**src/rtl/hazard_control_unit_pkg.sv**
```systemverilog
// Shared types and constants for the hazard control unit and its record pipeline.
package hazard_control_unit_pkg;

   typedef struct packed {
      logic       valid;
      logic [4:0] rd;
      logic       reg_write;
      logic       mem_read;
   } hazard_rec_t;

   typedef enum logic [1:0] {
      RUN    = 2'd0,
      DRAIN  = 2'd1,
      HALTED = 2'd2
   } hcu_state_t;

   localparam logic [4:0] REG_X0    = 5'd0;
   localparam logic [4:0] HALT_REG  = 5'd17;
   localparam logic [4:0] HALT_CODE = 5'd10;

   function automatic logic rec_writes(input hazard_rec_t rec, input logic [4:0] r);
      return rec.valid & rec.reg_write & (rec.rd == r) & (r != REG_X0);
   endfunction

endpackage

```
**src/rtl/hazard_rec_pipe.sv**
```systemverilog
// Shadow of the in-flight register writers: ID/EX, EX/MEM and MEM/WB records.
module hazard_rec_pipe
   import hazard_control_unit_pkg::*;
(
   input  logic        clk,
   input  logic        rst_i,
   input  logic        freeze_i,
   input  logic        bubble_i,
   input  hazard_rec_t id_rec_i,
   output hazard_rec_t ex_rec_o,
   output hazard_rec_t mem_rec_o,
   output hazard_rec_t wb_rec_o
);

   hazard_rec_t ex_q, mem_q, wb_q;

   always_ff @(posedge clk or posedge rst_i) begin
      if (rst_i) begin
         ex_q  <= '0;
         mem_q <= '0;
         wb_q  <= '0;
      end else if (!freeze_i) begin
         wb_q  <= mem_q;
         mem_q <= ex_q;
         ex_q  <= bubble_i ? '0 : id_rec_i;
      end
   end

   assign ex_rec_o  = ex_q;
   assign mem_rec_o = mem_q;
   assign wb_rec_o  = wb_q;

endmodule

```
**src/rtl/hazard_control_unit.sv**
```systemverilog
// ID-side hazard control: load-use / ecall-x17 stalls, branch flush and the ecall halt drain.
// state  | meaning
// RUN    | normal issue, hazards resolved by stall/flush
// DRAIN  | halt accepted, bubbles fed while the pipeline empties
// HALTED | terminal until reset, records frozen
module hazard_control_unit #(
   parameter int unsigned DRAIN_CYCLES = 3,
   parameter logic [4:0]  HALT_REG     = hazard_control_unit_pkg::HALT_REG
) (
   input  logic        clk,
   input  logic        reset,
   input  logic [4:0]  id_rs1,
   input  logic [4:0]  id_rs2,
   input  logic        id_use_rs1,
   input  logic        id_use_rs2,
   input  logic [4:0]  id_rd,
   input  logic        id_reg_write,
   input  logic        id_mem_read,
   input  logic        id_is_ecall,
   input  logic        id_halt_req,
   input  logic        ex_branch_taken,
   output logic        pc_write,
   output logic        if_id_write,
   output logic        if_id_flush,
   output logic        id_ex_bubble,
   output logic        is_halted,
   output logic [31:0] stall_cycles
);
   import hazard_control_unit_pkg::*;

   localparam int CNT_W = $clog2(DRAIN_CYCLES + 1);

   hcu_state_t        state_q, state_d;
   logic [CNT_W-1:0]  cnt_q, cnt_d;
   logic [31:0]       stall_q, stall_d;
   logic              freeze;
   logic              load_use, ecall_dep;
   hazard_rec_t       id_rec, ex_rec, mem_rec, wb_rec;

   assign id_rec = '{valid: 1'b1, rd: id_rd, reg_write: id_reg_write, mem_read: id_mem_read};

   hazard_rec_pipe u_rec_pipe (
      .clk       (clk),
      .rst_i     (reset),
      .freeze_i  (freeze),
      .bubble_i  (id_ex_bubble),
      .id_rec_i  (id_rec),
      .ex_rec_o  (ex_rec),
      .mem_rec_o (mem_rec),
      .wb_rec_o  (wb_rec)
   );

   // wb_r is covered by the WB-to-ID bypass, so it never stalls ID.
   logic unused_recs;
   assign unused_recs = &{1'b0, wb_rec, mem_rec.mem_read};

   assign load_use  = ex_rec.mem_read &
                      ((id_use_rs1 & rec_writes(ex_rec, id_rs1)) |
                       (id_use_rs2 & rec_writes(ex_rec, id_rs2)));
   assign ecall_dep = id_is_ecall &
                      (rec_writes(ex_rec, HALT_REG) | rec_writes(mem_rec, HALT_REG));

   always_ff @(posedge clk or posedge reset) begin
      if (reset) begin
         state_q <= RUN;
         cnt_q   <= '0;
         stall_q <= '0;
      end else begin
         state_q <= state_d;
         cnt_q   <= cnt_d;
         stall_q <= stall_d;
      end
   end

   always_comb begin
      state_d      = state_q;
      cnt_d        = cnt_q;
      stall_d      = stall_q;
      pc_write     = 1'b0;
      if_id_write  = 1'b0;
      if_id_flush  = 1'b0;
      id_ex_bubble = 1'b1;
      is_halted    = 1'b0;
      freeze       = 1'b0;
      unique case (state_q)
         RUN: begin
            if (ex_branch_taken) begin
               if_id_flush = 1'b1;
               pc_write    = 1'b1;
               if_id_write = 1'b1;
            end else if (load_use | ecall_dep) begin
               if (stall_q != 32'hFFFF_FFFF) stall_d = stall_q + 32'd1;
            end else if (id_halt_req) begin
               state_d = DRAIN;
               cnt_d   = CNT_W'(DRAIN_CYCLES);
            end else begin
               pc_write     = 1'b1;
               if_id_write  = 1'b1;
               id_ex_bubble = 1'b0;
            end
         end
         DRAIN: begin
            if (cnt_q == CNT_W'(1)) state_d = HALTED;
            else                    cnt_d   = cnt_q - CNT_W'(1);
         end
         HALTED: begin
            is_halted = 1'b1;
            freeze    = 1'b1;
         end
         default: state_d = RUN;
      endcase
      // Outputs must be safe while reset is still asserted, independent of the clock.
      if (reset) begin
         pc_write     = 1'b0;
         if_id_write  = 1'b0;
         if_id_flush  = 1'b0;
         id_ex_bubble = 1'b1;
         is_halted    = 1'b0;
      end
   end

   assign stall_cycles = stall_q;

endmodule

```
**config.mk**
```make
export PLATFORM = sky130hd
export DESIGN_NAME = hazard_control_unit
export DESIGN_NICKNAME = d
export VERILOG_FILES = /design/src/rtl/hazard_control_unit_pkg.sv /design/src/rtl/hazard_rec_pipe.sv /design/src/rtl/hazard_control_unit.sv
export SDC_FILE = /design/constraint.sdc
export NUM_CORES = 1
export LEC_CHECK = 0
export CAP_MARGIN = 25
export CORE_MARGIN = 5
export CORE_UTILIZATION = 45
export CTS_CLUSTER_SIZE = 24
export DETAILED_ROUTE_END_ITERATION = 10
export GPL_TIMING_DRIVEN = 0
export PLACE_DENSITY = 0.75
export SKIP_CTS_REPAIR_TIMING = 1
export SLEW_MARGIN = 20
export SYNTH_ARGS = -nofsm -noshare
export SYNTH_HDL_FRONTEND = slang
export SYNTH_SLANG_ARGS = --single-unit
```
**constraint.sdc**
```tcl
create_clock -name clk -period 3.7 [get_ports clk]
set_clock_uncertainty 0.1 [all_clocks]
set_input_delay 0.555 -clock clk [delete_from_list [all_inputs] [get_ports clk]]
set_output_delay 0.555 -clock clk [all_outputs]
set_load 0.01 [all_outputs]
```
# --- Yosys cells after proc, flatten, opt, wreduce, memory -nomap -nowiden ---
# Index checks and enable logic that the tools add are counted.
classes:
  addsub: 2
  n_eq_ne: 13
  muxes: 26
  n_bitwise: 17
  reduce_logical: 7
op_table:
  columns: ["operator", "count"]
  rows:
  - ["adder 32 x 1 -> 32 bit (second input constant)", 1]
  - ["inequality test 32 bit (second input constant)", 1]
  - ["two-way mux 2 bit", 8]
  - ["two-way mux 1 bit", 15]
  - ["AND 1 bit", 12]
  - ["== test 5 bit", 2]
  - ["== test 5 bit (second input constant)", 2]
  - ["inequality test 2 bit (second input constant)", 5]
  - ["AND reduction 5 bit", 2]
  - ["nonzero test 5 bit", 2]
  - ["two-way mux 8 bit", 1]
  - ["case mux 2 bit (3 select lines)", 1]
  - ["== test 2 x 1 -> 1 bit (second input constant)", 2]
  - ["case mux 2 bit (2 select lines)", 1]
  - ["AND reduction 4 bit", 1]
  - ["bitwise OR 1 bit", 3]
  - ["== test 2 bit (second input constant)", 1]
  - ["logical NOT 2 bit", 1]
  - ["NOT 1 bit", 2]
  - ["nonzero test 2 bit", 1]
  - ["subtractor 2 x 1 -> 2 bit (second input constant)", 1]
totals:
  ff_bits: 51
  in_bits: 24
  output_inout_bits: 37
  elab_cells: 75

# --- Logic depth before layout (Yosys ltp) ---
# Gate-level depths: netlist of run 1.
depth:
  word_depth: 12
  depth_mapped: 8
  depth_no_buf: 7

# --- By module ---
# Synthesis of run 1 repeated with hierarchy kept, for this count alone.
unflattened:
  hier_cells: 263
  hier_area_um2: 3056.7
modules_own_cells:
  columns: ["module", "n_inst", "cells_per_inst", "area_each_um2"]
  rows:
  - ["hazard_control_unit", 1, 208, 2105.8]
  - ["hazard_rec_pipe", 1, 55, 950.9]

# --- Worst setup path after synthesis of run 1 ---
# Ideal clock, no wire load.
synth_timing:
  kind: "input-to-output"
  startpoint: "in id_rs1[3]"
  endpoint: "out pc_write"
  t_arrival_ns: 2.185
  required_ns: 3.045
  setup_slack_ns: 0.860
  cell_stages: 7
  n_path_buf: 2
  cell_sequence: "xor2_1 -> or4_4 -> o311ai_2 -> buf_2 -> nor2_1 -> o21a_1 -> buf_4"
synth_between:
  elab_chain_cells: 11
  elab_cells_between_ends: 12
  cone_classes: "1 x eq/ne; 4 x mux; 6 x bitwise; 1 x reduce/logical"
synth_lines:
  columns: ["element", "line_no", "text"]
  rows:
  - ["start, declared", "hazard_control_unit.sv:12", "input logic [4:0] id_rs1,"]
  - ["== test 5 bit", "hazard_control_unit_pkg.sv:22", "return rec.valid & rec.reg_write & (rec.rd == r) & (r != REG_X0);"]
  - ["AND 1 bit", "hazard_control_unit_pkg.sv:22", null]
  - ["AND 1 bit (*)", "hazard_control_unit_pkg.sv:22", null]
  - ["AND 1 bit (*)", "hazard_control_unit.sv:58", "((id_use_rs1 & rec_writes(ex_rec, id_rs1)) |"]
  - ["bitwise OR 1 bit (*)", "hazard_control_unit.sv:58", null]
  - ["AND 1 bit (*)", "hazard_control_unit.sv:57", "assign load_use = ex_rec.mem_read &"]
  - ["bitwise OR 1 bit (*)", "hazard_control_unit.sv:91", "end else if (load_use | ecall_dep) begin"]
  - ["two-way mux 1 bit (*) (4 in series)", null, null]
  - ["end, declared", "hazard_control_unit.sv:22", "output logic pc_write,"]
# Every way passes the cells marked *; elsewhere a longest branch is shown, timed or not.

# --- Worst setup path in the final report of run 1 ---
layout_timing:
  startpoint: "in id_rs1[3]"
  endpoint: "out if_id_write"
layout_between:
  elab_chain_cells: 11
  elab_cells_between_ends: 12
  cone_classes: "1 x eq/ne; 4 x mux; 6 x bitwise; 1 x reduce/logical"
layout_lines:
  columns: ["element", "line_no", "text"]
  rows:
  - ["== test 5 bit", "hazard_control_unit_pkg.sv:22", null]
  - ["AND 1 bit", "hazard_control_unit_pkg.sv:22", null]
  - ["AND 1 bit (*)", "hazard_control_unit_pkg.sv:22", null]
  - ["AND 1 bit (*)", "hazard_control_unit.sv:58", null]
  - ["bitwise OR 1 bit (*)", "hazard_control_unit.sv:58", null]
  - ["AND 1 bit (*)", "hazard_control_unit.sv:57", null]
  - ["bitwise OR 1 bit (*)", "hazard_control_unit.sv:91", null]
  - ["two-way mux 1 bit (*)", "hazard_control_unit.sv:91", null]
  - ["two-way mux 1 bit (*)", "hazard_control_unit.sv:87", "if (ex_branch_taken) begin"]
  - ["two-way mux 1 bit (*)", "hazard_control_unit.sv:85", "unique case (state_q)"]
  - ["two-way mux 1 bit (*)", "hazard_control_unit.sv:113", "if (reset) begin"]
  - ["end, declared", "hazard_control_unit.sv:23", "output logic if_id_write,"]
# Marks and branches as above.

==> results of run 1 <==
per-stage QoR:
stage	area [µm²]	setup TNS (ns)	hold WS (ns)	instances
global placement	3300	-0.576	0.347	389
detailed placement	3320	-0.639	0.347	390
CTS	3390	-0.652	0.365	396
floorplan	2610	0	0.330	257
finish	3460	0	0.367	400
global route	3460	0	0.393	400
final timing paths:
kind,endpoint,slack (ns),cells past startpoint,startpoint
worst min register to register,u_rec_pipe.mem_rec_o[5]$_DFFE_PP0P_,0.37,2,u_rec_pipe.mem_rec_o[5]$_DFFE_PP0P_
max in group asynchronous,u_rec_pipe.ex_rec_o[3]$_DFFE_PP0P_,2.40,3,reset
worst max-delay path,if_id_write,0.14,8,id_rs1[3]
min in group asynchronous,cnt_q[0]$_DFFE_PP0P_,0.57,2,reset
worst max register to register,stall_cycles[16]$_DFFE_PP0P_,1.15,8,stall_cycles[0]$_DFFE_PP0P_
worst min-delay path,u_rec_pipe.mem_rec_o[5]$_DFFE_PP0P_,0.37,2,u_rec_pipe.mem_rec_o[5]$_DFFE_PP0P_
flip-flops by register name (all words and copies together), names as in the netlist:
| name | flops |
|---|---|
| u_rec_pipe.ex_rec_o | 8 |
| u_rec_pipe.mem_rec_o | 7 |
| state_q | 2 |
| cnt_q | 2 |
| stall_cycles | 32 |
power breakdown:
part / internal (mW) / switching (mW) / total [mW]
combinational: 0.0292 / 0.0243 / 0.0536
clock: 0.126 / 0.163 / 0.290
sequential: 0.559 / 0.00149 / 0.561
logic make-up (layout without fill, tap and decap cells):
group                    count (synthesis)  after routing  synth area share [%]
AND/OR/NAND/NOR                        132            132                  28.6
flip-flops                              51             51                  48.9
XOR/XNOR                                39             39                  13.1
AO/OA/AOI/OAI                           18             18                  5.51
buffers and inverters                   14             85                  2.59
adder cells (fa/ha/maj)                  2              2                 0.958
multiplexers                             1              1                 0.431
area by class of cell:
type                    count  area, µm²  area share [%]
plain buffers              10       58.8            1.70
inverters                   4       15.0           0.434
well taps                  72       90.1            2.60
clock buffers               6       72.6            2.10
multi-input cells         192       1290            37.4
repair buffers             65        653            18.9
flip-flops and latches     51       1280            36.9
per-layer routing:
layer  wire length, µm  vias up  global-route usage [%]
met5                 0        -                       0
li1                  -     1067                       -
met4               141        0                    6.23
met2              2990       81                    27.4
met1              2910     1105                    24.5
met3               404       11                    3.80
worst max-delay path, cell delays in order:
cell and delay [ns]:
clkdlybuf4s50_1 0.44, xor2_1 0.16, or4_4 0.53, o311ai_4 0.35, buf_6 0.15, nor2_1 0.03
o21a_1 0.19, clkdlybuf4s50_1 0.49
cells in the final DEF, fill, tap and decap left out, drive strengths merged, types with 2 or more instances in the layout:
master / count
clkbuf: 11
nand4b: 2
inv: 4
xnor2: 23
and2: 4
clkdlybuf4s50: 59
nor2: 12
nand2: 28
a21oi: 3
nor4b: 2
or3: 4
nor4: 9
nand4: 22
and4: 4
dfrtp: 51
buf: 10
nand2b: 4
xor2: 16
o21ai: 2
nand3: 17
a22o: 7
nor3: 15
and3: 4
ha: 2
==> summary.md, run 1 <==
| Metric | Value |
|---|---|
| Status | `complete, no violations` |
| Die height | `86.2 µm` |
| Vias in the first global route | `2195` |
| Core area | `5570 µm²` |
| Cell taking the most area after synthesis | `dfrtp_1` |
| Clk_lat worst skew | `roughly 0.3 ns` |
| Yosys top cell area share | `48.9%` |
| Layout cells sized above 1 | `8.23%` |
| Num CTS Buffers | `5` |
| Worst rel slew slack | `55.4%` |
| Num Clock Sinks | `51` |
| YS warnings | `0` |
| HP Class | `reg2reg` |
| GPL Wtd Cong | `0.783` |
| Pwr dens | `261 nW/µm²` |
| Synth Flop Type | `dfrtp_1` |
| Ant diodes | `0` |
| DR vias | `2264` |
| Seq cells post-synth | `51` |
| Final nets | `355` |
| Async S/R FF share, synth | `100%` |
| DRC | `0` |
| Synth Cell Area | `2610 µm²` |
| TritonCTS clock tree | `yes` |
| DR iter-0 viols | `187` |
| Max IR drop VDD | `slightly below 0.2 mV` |
| First-pass GRT wire length | `10400 µm` |
| Core Util, Final | `62.0%` |
| Syn nets | `283` |
| Routed WL | `approximately 6400 µm` |
| Die X | `86.2 µm` |
| Worst Max-Slew Pin Slew | `0.664 ns` |
| Via density | `~5.7` |
| Initial Utilization | `46.8%` |
| Worst setup path category | `in2out` |
| All-Layer GR Usage | `~18%` |
| CP endpoint kind | `output pin` |
| Clock tree buffer depth | `2` |
| Period Utilization, post-route | `96.2%` |
| IO Count | `61` |
| Detail Route Antenna Nets | `0` |
| Area grow syn2layout | `32.4%` |
| Crit Path Max Fanout | `3` |
| Number of synthesized flops with an enable pin | `0` |
| Final Power | `0.904 mW` |
| Sequential area share after synthesis | `48.9%` |
| Fmax | `281 MHz` |
| P_leak | `1.48 nW` |
| Gate Count Post-Synth | `roughly 260` |
| DR WL/cell | `16.1 µm` |
| Initial antenna violation count | `0` |
| Reg clk slew, reported paths | `0.08 ns` |
| Layout filler cell count | `489` |
| Worst EP arrival | `~2.9 ns` |
| Die Area | `around 7400 µm²` |
| Largest net degree at the start of global routing | `31` |
| Crit path required time | `3.04 ns` |
| # setup viols final | `0` |
| Kind of start point of the critical path | `input port` |
| Rows | `27` |
| Synth cell count leaders | `51 x dfrtp_1, 28 x nand2_1, 23 x xnor2_1, 22 x nand4_1, 17 x nand3_1` |
| Unique masters post-synth | `39` |
| Final Hold Vio Count | `0` |
| Top cells by area, synth | `dfrtp_1 49%, xnor2_1 7.7%, xor2_1 5.4%, nand4_1 5.3%, nand2_1 4.0%` |
| Max-cap viol count | `0` |
| Overflow after GRT | `0` |
| Final min period | `3.56 ns` |
| Drt pass-1 iters | `4` |
| H-tree depth | `2` |
| Max Slew Vio Count | `0` |
| Count leader, synth | `dfrtp_1` |
| Detailed placer's ending HPWL | `4660 µm` |
| Post-route setup slack | `approximately 0.14 ns` |
| Clock root cell | `clkbuf_8` |
| Place WS | `-0.268 ns` |
| Port Buffers | `60` |
| Syn Area/Cell | `about 10 µm²` |
| RSZ-0062 raised after global routing | `false` |
Note: power is estimated with default switching activity, not from simulation.
==> run 2, diff against run 1 <==
Settings changed: SETUP_SLACK_MARGIN from default to 0.02.
==> results of run 2 <==
The final DEF is identical to that of run 1. Status: complete, no violations.
